**src/rtl/gpu_pixel_serializer.sv**
```systemverilog
// gpu_pixel_serializer
// Turns bitplane bytes returned by the GPU RAM read port into one 8-bit
// palette index per pixel tick. A byte holds 8/4/2/1 pixels at 1/2/4/8 bpp.
// The datapath has two stages: a shifter that is being drained, and one
// preload slot behind it. Each byte carries its own bpp, mirror and palette
// base, so a mode change takes effect exactly at the byte boundary.
//
// Ports
//   clk, rst_n   clock and asynchronous active-low reset
//   pc_ena_in    pixel-clock-enable bus; bit TICK_BIT is the pixel tick
//   data_in      pixel byte from RAM port A (aligned with cmd_in/pc_ena_in)
//   cmd_in       [1:0] bpp code, [2] mirror, [3] load, [7:4] palette base,
//                [15] flush; all other bits are ignored
//   clr_status   clears the sticky underrun/overrun flags
//   pixel_out    palette index; holds its value while pixel_valid is low
//   pixel_valid  one-cycle strobe per consumed tick
//   pc_ena_out   pc_ena_in delayed one clock, aligned with pixel_out
//   byte_req     registered "preload slot is empty" hint
//   underrun     sticky: a tick found no pixel left
//   overrun      sticky: a load was dropped because both stages were full
//
// Flow control: there is no valid/ready handshake. cmd_in[3] (load) is an
// unconditional valid; the block accepts the byte if the shifter (after this
// cycle's tick) or the preload slot has room, otherwise it drops the byte and
// raises overrun. byte_req is only a hint that one more byte fits; upstream
// is expected to respect it, and overrun records when it did not.
module gpu_pixel_serializer #(
   parameter logic [7:0] BG_INDEX = 8'h00,
   parameter int         TICK_BIT = 0
) (
   input  logic        clk,
   input  logic        rst_n,
   input  logic [3:0]  pc_ena_in,
   input  logic [7:0]  data_in,
   input  logic [15:0] cmd_in,
   input  logic        clr_status,
   output logic [7:0]  pixel_out,
   output logic        pixel_valid,
   output logic [3:0]  pc_ena_out,
   output logic        byte_req,
   output logic        underrun,
   output logic        overrun
);

   // Shifter stage
   logic [7:0] sh_data, n_sh_data;
   logic [3:0] sh_count, n_sh_count;
   logic [1:0] sh_bpp, n_sh_bpp;
   logic       sh_mirror, n_sh_mirror;
   logic [3:0] sh_base, n_sh_base;
   // Preload stage
   logic [7:0] pre_data, n_pre_data;
   logic [1:0] pre_bpp, n_pre_bpp;
   logic       pre_mirror, n_pre_mirror;
   logic [3:0] pre_base, n_pre_base;
   logic       pre_valid, n_pre_valid;

   logic [7:0] n_pixel;
   logic [7:0] raw_pix, fmt_pix, shifted;
   logic       flush, tick, load, und_set, ovr_set;
   logic       unused_cmd;

   assign flush      = cmd_in[15];
   assign load       = cmd_in[3];
   // A flush suppresses the tick entirely: no pixel and no underrun.
   assign tick       = pc_ena_in[TICK_BIT] & ~flush;
   assign unused_cmd = ^cmd_in[14:8];

   function automatic logic [3:0] pix_per_byte(input logic [1:0] code);
      case (code)
         2'd0:    pix_per_byte = 4'd8;
         2'd1:    pix_per_byte = 4'd4;
         2'd2:    pix_per_byte = 4'd2;
         default: pix_per_byte = 4'd1;
      endcase
   endfunction

   // Pixel extraction from the shifter: normal order takes the top bits and
   // shifts left, mirror order takes the bottom bits and shifts right.
   always_comb begin
      raw_pix = 8'h00;
      shifted = sh_data;
      case (sh_bpp)
         2'd0: begin
            raw_pix = sh_mirror ? {7'd0, sh_data[0]} : {7'd0, sh_data[7]};
            shifted = sh_mirror ? (sh_data >> 1) : (sh_data << 1);
         end
         2'd1: begin
            raw_pix = sh_mirror ? {6'd0, sh_data[1:0]} : {6'd0, sh_data[7:6]};
            shifted = sh_mirror ? (sh_data >> 2) : (sh_data << 2);
         end
         2'd2: begin
            raw_pix = sh_mirror ? {4'd0, sh_data[3:0]} : {4'd0, sh_data[7:4]};
            shifted = sh_mirror ? (sh_data >> 4) : (sh_data << 4);
         end
         default: begin
            raw_pix = sh_data;
            shifted = 8'h00;
         end
      endcase
      // 8 bpp is a direct index; narrower modes sit inside a 16-entry bank.
      fmt_pix = (sh_bpp == 2'd3) ? raw_pix : {sh_base, raw_pix[3:0]};
   end

   // Next-state: flush, then tick, then preload->shifter, then load.
   always_comb begin
      n_sh_data    = sh_data;
      n_sh_count   = sh_count;
      n_sh_bpp     = sh_bpp;
      n_sh_mirror  = sh_mirror;
      n_sh_base    = sh_base;
      n_pre_data   = pre_data;
      n_pre_bpp    = pre_bpp;
      n_pre_mirror = pre_mirror;
      n_pre_base   = pre_base;
      n_pre_valid  = pre_valid;
      n_pixel      = pixel_out;
      und_set      = 1'b0;
      ovr_set      = 1'b0;

      if (flush) begin
         n_sh_count  = 4'd0;
         n_pre_valid = 1'b0;
      end

      if (tick) begin
         if (n_sh_count != 4'd0) begin
            n_pixel    = fmt_pix;
            n_sh_data  = shifted;
            n_sh_count = n_sh_count - 4'd1;
         end else begin
            n_pixel = BG_INDEX;
            und_set = 1'b1;
         end
      end

      if (n_sh_count == 4'd0 && n_pre_valid) begin
         n_sh_data   = pre_data;
         n_sh_bpp    = pre_bpp;
         n_sh_mirror = pre_mirror;
         n_sh_base   = pre_base;
         n_sh_count  = pix_per_byte(pre_bpp);
         n_pre_valid = 1'b0;
      end

      if (load) begin
         if (n_sh_count == 4'd0) begin
            n_sh_data   = data_in;
            n_sh_bpp    = cmd_in[1:0];
            n_sh_mirror = cmd_in[2];
            n_sh_base   = cmd_in[7:4];
            n_sh_count  = pix_per_byte(cmd_in[1:0]);
         end else if (!n_pre_valid) begin
            n_pre_data   = data_in;
            n_pre_bpp    = cmd_in[1:0];
            n_pre_mirror = cmd_in[2];
            n_pre_base   = cmd_in[7:4];
            n_pre_valid  = 1'b1;
         end else begin
            ovr_set = 1'b1;
         end
      end
   end

   always_ff @(posedge clk or negedge rst_n) begin
      if (!rst_n) begin
         sh_data     <= 8'h00;
         sh_count    <= 4'd0;
         sh_bpp      <= 2'd0;
         sh_mirror   <= 1'b0;
         sh_base     <= 4'd0;
         pre_data    <= 8'h00;
         pre_bpp     <= 2'd0;
         pre_mirror  <= 1'b0;
         pre_base    <= 4'd0;
         pre_valid   <= 1'b0;
         pixel_out   <= 8'h00;
         pixel_valid <= 1'b0;
         pc_ena_out  <= 4'd0;
         byte_req    <= 1'b0;
         underrun    <= 1'b0;
         overrun     <= 1'b0;
      end else begin
         sh_data     <= n_sh_data;
         sh_count    <= n_sh_count;
         sh_bpp      <= n_sh_bpp;
         sh_mirror   <= n_sh_mirror;
         sh_base     <= n_sh_base;
         pre_data    <= n_pre_data;
         pre_bpp     <= n_pre_bpp;
         pre_mirror  <= n_pre_mirror;
         pre_base    <= n_pre_base;
         pre_valid   <= n_pre_valid;
         pixel_out   <= n_pixel;
         pixel_valid <= tick;
         pc_ena_out  <= pc_ena_in;
         byte_req    <= ~n_pre_valid;
         // A new event in the same cycle as clr_status keeps the flag set.
         underrun    <= und_set | (underrun & ~clr_status);
         overrun     <= ovr_set | (overrun & ~clr_status);
      end
   end

endmodule

```
**config.mk**
```make
export PLATFORM = sky130hd
export DESIGN_NAME = gpu_pixel_serializer
export DESIGN_NICKNAME = d
export VERILOG_FILES = /design/src/rtl/gpu_pixel_serializer.sv
export SDC_FILE = /design/constraint.sdc
export NUM_CORES = 1
export LEC_CHECK = 0
export ABC_AREA = 1
export CELL_PAD_IN_SITES_DETAIL_PLACEMENT = 1
export CELL_PAD_IN_SITES_GLOBAL_PLACEMENT = 2
export CORE_MARGIN = 5
export CORE_UTILIZATION = 30
export CTS_BUF_LIST = sky130_fd_sc_hd__clkbuf_4 sky130_fd_sc_hd__clkbuf_8 sky130_fd_sc_hd__clkbuf_16
export DETAILED_ROUTE_END_ITERATION = 10
export GPL_TIMING_DRIVEN = 0
export MAX_ROUTING_LAYER = met4
export PLACE_DENSITY_LB_ADDON = 0.1
export RECOVER_POWER = 25
export SLEW_MARGIN = 0
export SYNTH_ARGS = -nofsm -noshare
export SYNTH_HDL_FRONTEND = slang
export SYNTH_SLANG_ARGS = --single-unit
```
**constraint.sdc**
```tcl
create_clock -name clk -period 3.25 [get_ports clk]
set_clock_uncertainty 0.2 [all_clocks]
set_input_delay 0.65 -clock clk [delete_from_list [all_inputs] [get_ports clk]]
set_output_delay 0.65 -clock clk [all_outputs]
set_load 0.01 [all_outputs]
```
==> summary.txt <==
=================================================================================================================
Status                                                                                               finished, final reports clean
Congestion Overflow GR                                                                                          0
Hold-fix buffers, CTS                                                                                           0
Maximum fanout along the worst path                                                                            10
Area post-placement                                                                                    3500 sq um
Post-layout minimum cycle time                                                                            2830 ps
XOR/XNOR share of the synthesized area                                                                         0%
Number of storage elements in the synthesis netlist                                                            51
Via count of the first global-routing pass                                                                   2814
Input/output buffers                                                                                           39
Global placer's final weighted congestion                                                                   0.846
Violation count after the first detailed-routing iteration                                                    101
Synthesis-to-finish area growth                                                                             22.8%
Root Buffer                                                                                          sky130_fd_sc_hd__clkbuf_8
Mean post-synth cell area                                                                              7.30 sq um
Fraction of the core area covered by cells at the end of the flow                                           37.3%
Type of element launching the critical path                                                          primary input
Worst slack at placement                                                                                  -329 ps
Detailed-routing iteration count for the pre-antenna-repair pass                                                4
Startpoint of the worst-slack reg-to-reg timing path                                                 sh_count[0]$_DFF_PN0_
Ordered list of cells on the worst path                                                              clkdlybuf4s50_1 -> nand2_2 -> nor2_1 -> a21oi_1 -> nor2_2 -> nor2_4 -> nand4_1 -> nand2_1 -> nor2_4 -> nand2_4 -> buf_2 -> nand4_1 -> nand2_1
Average wire per standard cell                                                                            14.7 um
Synth Warn #                                                                                                    0
Core Region                                                                                            9640 sq um
Depth of the worst register-to-register path                                                                   17
DRT Wirelength                                                                                            8530 um
Post-route design area                                                                                 3600 sq um
Overall track demand over capacity in global routing                                                        16.0%
Starting density of the core                                                                                30.4%
Peak clock frequency supported by timing                                                                0.353 GHz
Share of layout cells above drive strength 1                                                                9.13%
Clock Path Buffers                                                                                              2
Area fraction in and, or, nand and nor cells after synthesis                                                31.4%
Combinational family with the most area after synthesis                                              simple AND/OR/NAND/NOR gates
Final critical-path setup slack                                                                            421 ps
Number of top-level design ports                                                                               47
Final Hold Fails                                                                                                0
Worst Hold Margin                                                                                          252 ps
Synthesized Nets                                                                                              433
Multiplexer share of the synthesized area                                                                  0.342%
Clock Pin Slew Worst Setup and Hold Paths                                                                  100 ps
Post-CTS Resized                                                                                                0
Required @ worst endpoint                                                                                 3260 ps
Top library cells by usage in the layout, fill and taps aside                                        sky130_fd_sc_hd__nand2_1 (124), sky130_fd_sc_hd__inv_1 (56), sky130_fd_sc_hd__dfrtp_1 (51)
Arrival time reported for the critical path endpoint                                                      2840 ps
Synth Instances                                                                                               401
Number of synthesized flops with an enable pin                                                                  0
Number of antenna violations at the first check in global routing                                               0
Max-cap check violation count                                                                                   0
Routed Antenna Nets                                                                                             0
Sinks on the clock net                                                                                         51
R2R Path End                                                                                         pre_base[1]$_DFFE_PN0P_
Commonest non-fill, non-tap cell in the layout                                                       sky130_fd_sc_hd__nand2_1
Pin count of the biggest net entering global routing                                                           36
Std-Cell Rows                                                                                                  36
Num CTS Buffers                                                                                                 5
Die outline height                                                                                         109 um
Arithmetic-cell share of the synthesized area counting full adders, half adders and majority gates         0.427%
Via count                                                                                                    2687
Least-Margin Pin Slew                                                                                      939 ps
Buffer and inverter count on the worst path                                                                     2
Unique masters post-synth                                                                                      29
Largest stage delay on the critical path                                                                   560 ps
Clk Latency, worst-skew pair                                                                               310 ps
Share of the yosys chip area belonging to registers                                                         43.6%
Count of cell instances traversed by the critical path                                                         13
Half-perimeter wire length of the detailed placement result                                               6710 um
Pwr Density                                                                                           861 nW/um^2
Dominant delay contributor by cell family on the critical path                                       simple AND/OR/NAND/NOR gates
Die Footprint                                                                                         11800 sq um
Global-route wire length before repair                                                                   14500 um
Fraction of the cycle the final worst path needs                                                            87.1%
Post-CTS repair timing setup buffer count                                                                       0
Crit end category                                                                                       flip-flop
Inserted Diodes                                                                                                 0
TritonCTS clock tree                                                                                         done
Nets@finish                                                                                                   480
Proportion of synthesized flip-flops having asynchronous set or reset                                        100%
Path category of the worst min-delay check                                                           primary input to async pin
Max transition margin                                                                                       37.4%
Top_reg_cell synth                                                                                   sky130_fd_sc_hd__dfrtp_1
Setup repair after global routing missed its margin                                                         false
Area of the mapped netlist                                                                             2930 sq um
Static Leak                                                                                            0.00182 uW
Number of failing setup endpoints in the final timing report                                                    0
Max-slew violation total from the final report                                                                  0
DRC errors left                                                                                                 0
Average via count per standard cell                                                                          4.62
Number of H-tree levels                                                                                         2
Class of the most critical setup path                                                                primary input to flip-flop
Slowest cell on the critical path                                                                    sky130_fd_sc_hd__clkdlybuf4s50_1
Fraction of the mapped netlist area in compound gates                                                       13.7%
Die width                                                                                                  109 um
Minimum setup slack among reg-to-reg paths                                                                 670 ps
Worst voltage drop across the vdd grid                                                                   0.263 mV
=================================================================================================================
## per-layer routing
layer | track usage [%] | wire length [um]
met5 | - | 0
met4 | 4.87 | 128
met3 | 1.84 | 219
met2 | 24.8 | 3730
met1 | 22.2 | 4450
## sequential cells by signal, summed over array words and instances (netlist names), 2 cells and up
signal,count
pixel_out,8
pre_data,8
sh_data,8
pc_ena_out,4
pre_base,4
sh_base,4
sh_count,4
pre_bpp,2
sh_bpp,2
## synth_stat cells, types with 2 or more instances
cell type                  number  share of area (%)
sky130_fd_sc_hd__o21ai_0       41                7.0
sky130_fd_sc_hd__clkbuf_1       4               0.51
sky130_fd_sc_hd__dfrtp_1       51                 44
sky130_fd_sc_hd__nand2_2        4               0.85
sky130_fd_sc_hd__nor2_1        22                2.8
sky130_fd_sc_hd__nand2_4        2               0.77
sky130_fd_sc_hd__o21bai_1       4                1.0
sky130_fd_sc_hd__nand4_1       21                4.5
sky130_fd_sc_hd__nand3_1       15                2.6
sky130_fd_sc_hd__nand3_2        3                1.0
sky130_fd_sc_hd__inv_1         56                7.2
sky130_fd_sc_hd__o21ai_1       13                2.2
sky130_fd_sc_hd__a21oi_1        2               0.34
sky130_fd_sc_hd__nor2_2         2               0.43
sky130_fd_sc_hd__inv_2          4               0.51
sky130_fd_sc_hd__nor3_1         2               0.34
sky130_fd_sc_hd__buf_2          7                1.2
sky130_fd_sc_hd__nor2_4         4                1.5
sky130_fd_sc_hd__buf_4          2               0.51
sky130_fd_sc_hd__a22oi_1        9                2.3
sky130_fd_sc_hd__nand2_1      125                 16
## layout make-up
| class | instances | area, sq um |
|---|---|---|
| fill | 1229 | 6040 |
| multi-input combinational | 275 | 1350 |
| clock buffer | 7 | 90.1 |
| inverter | 61 | 229 |
| buffer | 14 | 80.1 |
| clock inverter | 1 | 8.76 |
| sequential | 51 | 1280 |
| timing repair buffer | 40 | 392 |
| tap | 133 | 166 |
## power by group
group / internal (uW) / switching, uW / leakage [uW]
clock: 184 / 232 / 0.0000519
combinational: 595 / 1000 / 0.00113
sequential: 898 / 183 / 0.000641
## worst max path at each step
stage	startpoint	end	slack, ps
after global placement	rst_n	overrun$_DFF_PN0_	-390
after floorplan	cmd_in[15]	pre_bpp[1]$_DFFE_PN0P_	690
after CTS	cmd_in[15]	pre_bpp[0]$_DFFE_PN0P_	6
final	pc_ena_in[0]	pre_bpp[0]$_DFFE_PN0P_	420
after global routing	pc_ena_in[0]	pre_bpp[0]$_DFFE_PN0P_	140
after detailed placement	cmd_in[15]	pre_data[5]$_DFFE_PN0P_	-330
## kinds of logic after synthesis
logic type | Yosys count
DFF | 51
adders and majority gates | 1
buffers and inverters | 75
and+or+nand+nor | 201
muxes | 1
AOI/OAI and AO/OA | 72
## stage by stage
| step | instances | power (uW) | TNS, ps |
|---|---|---|---|
| after floorplan | 401 | 2150 | 0 |
| after global placement | 573 | 2680 | -27210 |
| after detailed placement | 574 | 2720 | -8590 |
| after CTS | 582 | 3140 | 0 |
| after global routing | 582 | 3400 | 0 |
| final | 582 | 3100 | 0 |
No activity file was read; power rests on OpenSTA's default activity.
